`config.mk`:
```
export PLATFORM = sky130hd
export DESIGN_NAME = mem_bus_ctrl
export DESIGN_NICKNAME = d
export VERILOG_FILES = /design/src/rtl/mem_bus_ctrl.sv
export SDC_FILE = /design/constraint.sdc
export NUM_CORES = 1
export LEC_CHECK = 0
export CORE_UTILIZATION = 44
export CTS_CLUSTER_SIZE = 30
export DETAILED_ROUTE_END_ITERATION = 10
export PLACE_DENSITY = 0.83
export SLEW_MARGIN = 20
export SYNTH_ARGS = -nofsm -noshare
export SYNTH_HDL_FRONTEND = slang
export SYNTH_SLANG_ARGS = --single-unit
```
`constraint.sdc`:
```
create_clock -name clk -period 4.1 [get_ports clk]
set_input_delay 1.025 -clock clk [delete_from_list [all_inputs] [get_ports clk]]
set_output_delay 1.025 -clock clk [all_outputs]
set_load 0.03 [all_outputs]
```
`src/rtl/mem_bus_ctrl.sv`:
```
`default_nettype none
// ============================================================================
//  Module   : mem_bus_ctrl
//  Desc     : MEM-stage memory access controller. Checks word alignment of
//             loads/stores, masters the shared bus with a req/grant and
//             address-strobe/ready handshake, returns load data or the ALU
//             passthrough, and stalls the pipeline during a bus access.
//             Optional ACCESS watchdog enabled by macro MEM_BUS_TIMEOUT_EN.
//  Revision : 1.0  initial release
// ============================================================================
module mem_bus_ctrl #(
  parameter int ADDR_W         = 30,
  parameter int DATA_W         = 32,
  parameter int TIMEOUT_CYCLES = 255
) (
  input  logic              clk,
  input  logic              reset,
  input  logic [1:0]        mem_op,
  input  logic [31:0]       addr,
  input  logic [DATA_W-1:0] wr_data,
  input  logic              stall,
  input  logic              flush,
  output logic [DATA_W-1:0] out,
  output logic              miss_align,
  output logic              busy,
  output logic              bus_req,
  input  logic              bus_grant,
  output logic              bus_as_,
  output logic              bus_rw,
  output logic [ADDR_W-1:0] bus_addr,
  output logic [DATA_W-1:0] bus_wr_data,
  input  logic [DATA_W-1:0] bus_rd_data,
  input  logic              bus_rdy_,
  output logic              bus_err
);

  typedef enum logic [1:0] {
    IDLE   = 2'd0,
    REQ    = 2'd1,
    ACCESS = 2'd2,
    STALL  = 2'd3
  } state_t;

  localparam logic [1:0] c_op_load  = 2'b01;
  localparam logic [1:0] c_op_store = 2'b10;

  state_t              r_state;
  state_t              w_next_state;
  logic [DATA_W-1:0]   r_rd_buf;
  logic                w_is_mem;
  logic                w_is_load;
  logic                w_unaligned;
  logic                w_launch;
  logic                w_timeout;

  assign w_is_mem    = (mem_op == c_op_load) || (mem_op == c_op_store);
  assign w_is_load   = (mem_op == c_op_load);
  assign w_unaligned = (addr[1:0] != 2'b00);
  assign w_launch    = w_is_mem && !w_unaligned && !flush;
  assign miss_align  = w_is_mem && w_unaligned && (r_state == IDLE);

`ifdef MEM_BUS_TIMEOUT_EN
  localparam int c_cnt_w = $clog2(TIMEOUT_CYCLES + 1);
  logic [c_cnt_w-1:0] r_to_cnt;

  // Expiry on the last permitted waiting cycle of ACCESS.
  assign w_timeout = (r_state == ACCESS) && bus_rdy_ &&
                     (r_to_cnt == c_cnt_w'(TIMEOUT_CYCLES - 1));

  // Watchdog counter: cleared entering ACCESS, counts cycles waiting on ready.
  always_ff @(posedge clk) begin
    if (reset) begin
      r_to_cnt <= '0;
    end else if (r_state == REQ) begin
      r_to_cnt <= '0;
    end else if ((r_state == ACCESS) && bus_rdy_) begin
      r_to_cnt <= r_to_cnt + 1'b1;
    end
  end
`else
  logic w_unused_timeout;
  assign w_unused_timeout = ^TIMEOUT_CYCLES;
  assign w_timeout        = 1'b0;
`endif

  // State register.
  always_ff @(posedge clk) begin
    if (reset) r_state <= IDLE;
    else       r_state <= w_next_state;
  end

  // Next-state logic plus combinational out/busy.
  always_comb begin
    w_next_state = r_state;
    out          = '0;
    busy         = 1'b0;
    case (r_state)
      IDLE: begin
        if (!w_is_mem) begin
          out = addr[DATA_W-1:0];
        end else if (w_launch) begin
          busy         = 1'b1;
          w_next_state = REQ;
        end
      end
      REQ: begin
        busy = 1'b1;
        if (flush)          w_next_state = IDLE;
        else if (bus_grant) w_next_state = ACCESS;
      end
      ACCESS: begin
        if (!bus_rdy_) begin
          out          = bus_rw ? bus_rd_data : '0;
          w_next_state = stall ? STALL : IDLE;
        end else if (w_timeout) begin
          w_next_state = IDLE;
        end else begin
          busy = 1'b1;
        end
      end
      STALL: begin
        out = r_rd_buf;
        if (!stall) w_next_state = IDLE;
      end
      default: w_next_state = IDLE;
    endcase
  end

  // Registered bus master signals and load-data buffer.
  always_ff @(posedge clk) begin
    if (reset) begin
      bus_req     <= 1'b0;
      bus_as_     <= 1'b1;
      bus_rw      <= 1'b1;
      bus_addr    <= '0;
      bus_wr_data <= '0;
      r_rd_buf    <= '0;
      bus_err     <= 1'b0;
    end else begin
      bus_err <= 1'b0;
      case (r_state)
        IDLE: begin
          if (w_launch) bus_req <= 1'b1;
        end
        REQ: begin
          if (flush) begin
            bus_req <= 1'b0;
          end else if (bus_grant) begin
            bus_as_     <= 1'b0;
            bus_addr    <= addr[ADDR_W+1:2];
            bus_rw      <= w_is_load;
            bus_wr_data <= wr_data;
          end
        end
        ACCESS: begin
          if (!bus_rdy_) begin
            r_rd_buf <= bus_rd_data;
            bus_as_  <= 1'b1;
            bus_req  <= 1'b0;
          end else if (w_timeout) begin
            bus_as_  <= 1'b1;
            bus_req  <= 1'b0;
            bus_err  <= 1'b1;
          end
        end
        default: ;
      endcase
    end
  end

endmodule
`default_nettype wire
```
After elaboration in Yosys (flattened, before gate mapping). Index checks and enable logic that the tools add are counted. Widths: inputs -> output; s select.

Register bits: 99. Input bits: 104. Output and inout port bits: 100. Word-level logic and storage cells: 62.

Equal/unequal tests: 13. Mux-type cells: 24. Bitwise gates (word level): 2. Reductions and logical operators: 16.

Operators with widths (number): $mux 32 (3); $pmux 32 s3 (1); $mux 2 (7); $ne 2x2->1 const B (7); $mux 1 (9); $pmux 2 s4 (1); $reduce_and 4->1 (2); $eq 2x2->1 const B (3); $pmux 1 s3 (2); $reduce_and 5->1 (1); $eq 2x1->1 const B (2); $logic_and 1x1->1 (4); $reduce_bool 2->1 (2); $ne 3x3->1 const B (1); $reduce_and 3->1 (1); $reduce_bool 3->1 (1); $logic_not 1->1 (2); $logic_not 2->1 (1); $not 1->1 (2); $pmux 1 s2 (1); $reduce_and 2->1 (1); $logic_or 1x1->1 (1).

Logic depth before layout (Yosys ltp).
Depth in word-level cells: 7. Gate-level depth with buffers: 10. Depth with buffers taken out: 6.

Least setup slack after synthesis. OpenSTA, ideal clock, no wires.

Kind: input to output. From: in mem_op[1]. To: out out[0]. Arrival: 2415 ps. Data required time: 3075 ps. Path slack: 660 ps. Stages: 7. Buffers on the path: 2. Cell sequence: inv_1 ha_1 and2_1 clkbuf_1 clkbuf_1 a222oi_1 nor2_1.

Longest elaborated chain between the ends: 4. Elaborated cells between the ends (all ways): 5. Those cells by class: 2 x eq/ne; 2 x mux; 1 x reduce/logical.

RTL lines: from (decl) (RTL line 18) `input logic [1:0] mem_op,`; $eq 2x1->1 / $eq 2x2->1 (equally long branches) (RTL line 56) `assign w_is_mem = (mem_op == c_op_load) || (mem_op == c_op_store);`; $logic_or 1x1->1 (*) (RTL line 56); $mux 32 (*) (RTL line 99) `if (!w_is_mem) begin`; $pmux 32 s3 (*) (RTL line 97) `case (r_state)`; to (decl) (RTL line 23) `output logic [DATA_W-1:0] out,`.

Mark *: on every way between the ends. The rest lies on a longest branch, timed or not.

Final worst setup path.
From: in mem_op[1]. To: out busy.

Longest elaborated chain between the ends: 7. Elaborated cells between the ends (all ways): 8. Those cells by class: 2 x eq/ne; 3 x mux; 3 x reduce/logical.

RTL lines: $eq 2x1->1 / $eq 2x2->1 (equally long branches) (RTL line 56); $logic_or 1x1->1 (*) (RTL line 56); $logic_and 1x1->1 (2 in a row) (RTL line 59) `assign w_launch = w_is_mem && !w_unaligned && !flush;`; $mux 1 (RTL line 101) `end else if (w_launch) begin`; $mux 1 (*) (RTL line 99); $pmux 1 s3 (*) (RTL line 97); to (decl) (RTL line 25) `output logic busy,`.

Marks and branches as above.

==> results.sh <==
export IMPL_run_status="finished with violations"
export IMPL_violations="DRC"
export IMPL_std_cell_rows=35
export IMPL_viasPerCell=5.49
export IMPL_p_leak_nw=2.24
export IMPL_crit_path_top_delay_cell="clkdlybuf4s50_1"
export IMPL_post_cts_buffers=0
export IMPL_design_die_area_mm2=0.00986
export IMPL_drt_wl_total_um=13500
export IMPL_numCtsBuffers=9
export IMPL_max_cap_viol_count=0
export IMPL_gp_congestion=0.852
export IMPL_yosys_warnings=0
export IMPL_setup_tns_ps=0
export IMPL_fin_area_mm2=0.00624
export IMPL_hp_start="bus_wr_data[27]$_SDFFE_PP0P_"
export IMPL_hold_class="register to register"
export IMPL_power_frac_clock=0.260
export IMPL_critPathKind="primary input to output pin"
export IMPL_first_pass_iters=11
export IMPL_die_w_um=99.3
export IMPL_yosysTopAreaCell="dfxtp_1"
export IMPL_whs_ps=457
export IMPL_drc=11
export IMPL_async_reset_ff_frac=0
export IMPL_hpwl_um=9250
export IMPL_ys_types=30
export IMPL_die_y_um=99.3
export IMPL_relSlewSlack=0.542
export IMPL_grt_pass1_wl_um=21500
export IMPL_nFillCells=761
export IMPL_insertion_delay_ps=350
export IMPL_cp_end_kind="output pin"
export IMPL_crit_path_max_incr_delay_ps=680
export IMPL_synth_top_cell_area_share=0.476
export IMPL_num_antenna_cells=0
export IMPL_start_util=0.453
export IMPL_net_switching_power_w=0.000681
export IMPL_intPower_w=0.00145
export IMPL_finalPower_w=0.00213
export IMPL_core_area_mm2=0.00920
export IMPL_synth_seq_cells=99
export IMPL_fin_util=0.679
export IMPL_ctsResizeCount=0
export IMPL_crit_required_ps=3070
export IMPL_grt_pass1_vias=4419
export IMPL_syn_nets=649
export IMPL_arrival_ps=2830
export IMPL_drive_above_1_share=0.0852
export IMPL_synth_cell_area_mm2=0.00417
export IMPL_crit_chain="clkdlybuf4s50_1 > inv_1 > ha_1 > nand4bb_1 > a21oi_1 > clkdlybuf4s50_1"
export IMPL_drtIter0Drc=476
export IMPL_cts_path_max_buffers=2
export IMPL_synth_edf_count=0
export IMPL_finalMaxSlewViolations=0
export IMPL_r2r_end="bus_wr_data[10]$_SDFFE_PP0P_"
export IMPL_cts_num_sinks=99
export IMPL_final_net_count=822
export IMPL_cts_tree="done"
export IMPL_pwr_share_seq=0.469
export IMPL_htreeDepth=3
export IMPL_placed_cell_area_mm2=0.00608
export IMPL_final_hold_violation_count=0
export IMPL_syn_avg_cell_area_um2=7.73
export IMPL_grt_ovfl_total=0
export IMPL_cpMostUsedCell="clkdlybuf4s50_1"
export IMPL_pwr_share_comb=0.271
export IMPL_seq_area_mm2=0.00198
export IMPL_hold_path_endpoint="bus_wr_data[27]$_SDFFE_PP0P_"
export IMPL_port_buffers=202
export IMPL_multi_input_area_mm2=0.00192
export IMPL_fmax_ghz=0.259
export IMPL_synth_most_common_cell="nand2_1"
export IMPL_p_sw_frac=0.320
export IMPL_setup_viol=0
export IMPL_rrSetupSlack_ps=1700
export IMPL_ant_nets=0
export IMPL_clkTransAtPathRegs_ps=90
export IMPL_yosysSeqAreaShare=0.476
export IMPL_synth_area_leaders="dfxtp_1 (48%), nand2_1 (17%), a21oi_1 (12%), a222oi_1 (7.7%), nor2_1 (3.2%)"
export IMPL_flow_area_growth_from_synthesis_pct=49.9
export IMPL_synthFlopType="dfxtp_1"
export IMPL_antenna_found_initial=0
export IMPL_syn_inst=539
export IMPL_period_needed_ps=3860
export IMPL_grt_max_degree=59
export IMPL_grtUsageTotal=0.272
export IMPL_power_density_mw_per_mm2=341
export IMPL_reg2regPathDepth=8
export IMPL_num_io_pins=204
export IMPL_post_drt_wl_per_cell_um=16.3
export IMPL_rsz0062_at_grt="false"
export IMPL_start_kind="primary input"
export IMPL_skew_ps=15.9
export IMPL_vdd_drop_max_v=0.000212
export IMPL_period_share=0.941
export IMPL_rr_startpoint="r_state[1]$_SDFFE_PP0P_"
export IMPL_worst_pin_slew_ps=687
export IMPL_holdBufCountCts=0
export IMPL_worstPathMaxFanout=4
export IMPL_cts_root_buf="clkbuf_8"
export IMPL_vias=4539
export IMPL_synthTopCellsByCount="nand2_1 (193), a21oi_1 (100), dfxtp_1 (99)"
export IMPL_min_path_cells=2
[stage by stage]
stage | setup WS (ps) | cells
2_1_floorplan | 660 | 539
3_3_place_gp | 242 | 812
3_5_place_dp | 243 | 812
4_1_cts | 235 | 827
5_1_grt | 92.0 | 827
6_report | 242 | 827
[critical path, delay by kind of cell]
family | cells | cell delay (ps)
compound gates | 1 | 140
buf+inv | 3 | 1170
simple gates | 1 | 190
fa+ha+maj | 1 | 310
[final cells by class]
class | count | share of cell area
clock buffers | 10 | 0.0204
repair buffers | 211 | 0.323
inverters | 5 | 0.00301
clock inverters | 5 | 0.00621
well taps | 111 | 0.0222
flip-flops and latches | 99 | 0.317
multi-input cells | 386 | 0.307
[registers in the layout, indices dropped and copies added (netlist names)]
| register | flops |
|---|---|
| bus_req | 1 |
| bus_as_ | 1 |
| bus_addr | 30 |
| bus_rw | 1 |
| r_rd_buf | 32 |
| bus_wr_data | 32 |
| r_state | 2 |
[kinds of logic (layout without fill, tap and decap cells)]
group	count (synthesis)	after routing	share of synthesized area
mux	1	1	0.00270
compound gates	140	140	0.214
other cells	1	1	0.000900
buf+inv	54	231	0.0646
simple gates	238	238	0.224
flops	99	99	0.476
fa+ha+maj	6	6	0.0180
[placed cells by master (no fill, tap or decap), drive strengths merged]
cell / instances
a2111oi: 1
a211oi: 1
a21oi: 100
a221oi: 1
a222oi: 32
a22oi: 1
and2: 3
and2b: 1
buf: 42
clkbuf: 10
clkdlybuf4s50: 169
clkinvlp: 4
conb: 1
dfxtp: 99
ha: 6
inv: 6
mux2: 1
nand2: 193
nand3b: 1
nand4bb: 1
nor2: 36
nor2b: 1
nor3: 1
nor3b: 1
o21a: 1
o21ai: 1
o21bai: 1
o41a: 1
[power groups by stage]
| stage | Sequential [W] | Combinational [W] | Clock, W |
|---|---|---|---|
| floorplan | 0.00106 | 0.000261 | 0 |
| global placement | 0.00102 | 0.000571 | 0 |
| detailed placement | 0.00102 | 0.000575 | 0 |
| CTS | 0.00100 | 0.000578 | 0.000568 |
| global route | 0.00100 | 0.000614 | 0.000609 |
| finish | 0.00100 | 0.000578 | 0.000554 |
[metal layers]
metal / vias up / track usage / share of wire
li1: 2169 / - / -
met1: 2083 / 0.330 / 0.40
met2: 269 / 0.464 / 0.47
met3: 18 / 0.0773 / 0.11
met4: 0 / 0.0905 / 0.015
met5: - / 0 / 0
[worst max-delay path by stage]
stage                     startpoint  endpoint  slack, ps  cells past startpoint
after floorplan            mem_op[1]    out[0]        660                      7
after global placement     mem_op[1]      busy        240                      6
after detailed placement   mem_op[1]      busy        240                      6
after CTS                  mem_op[1]      busy        240                      6
after global routing       mem_op[1]   out[23]         90                      8
final                      mem_op[1]      busy        240                      6
Power figures use the tool's default switching activity.
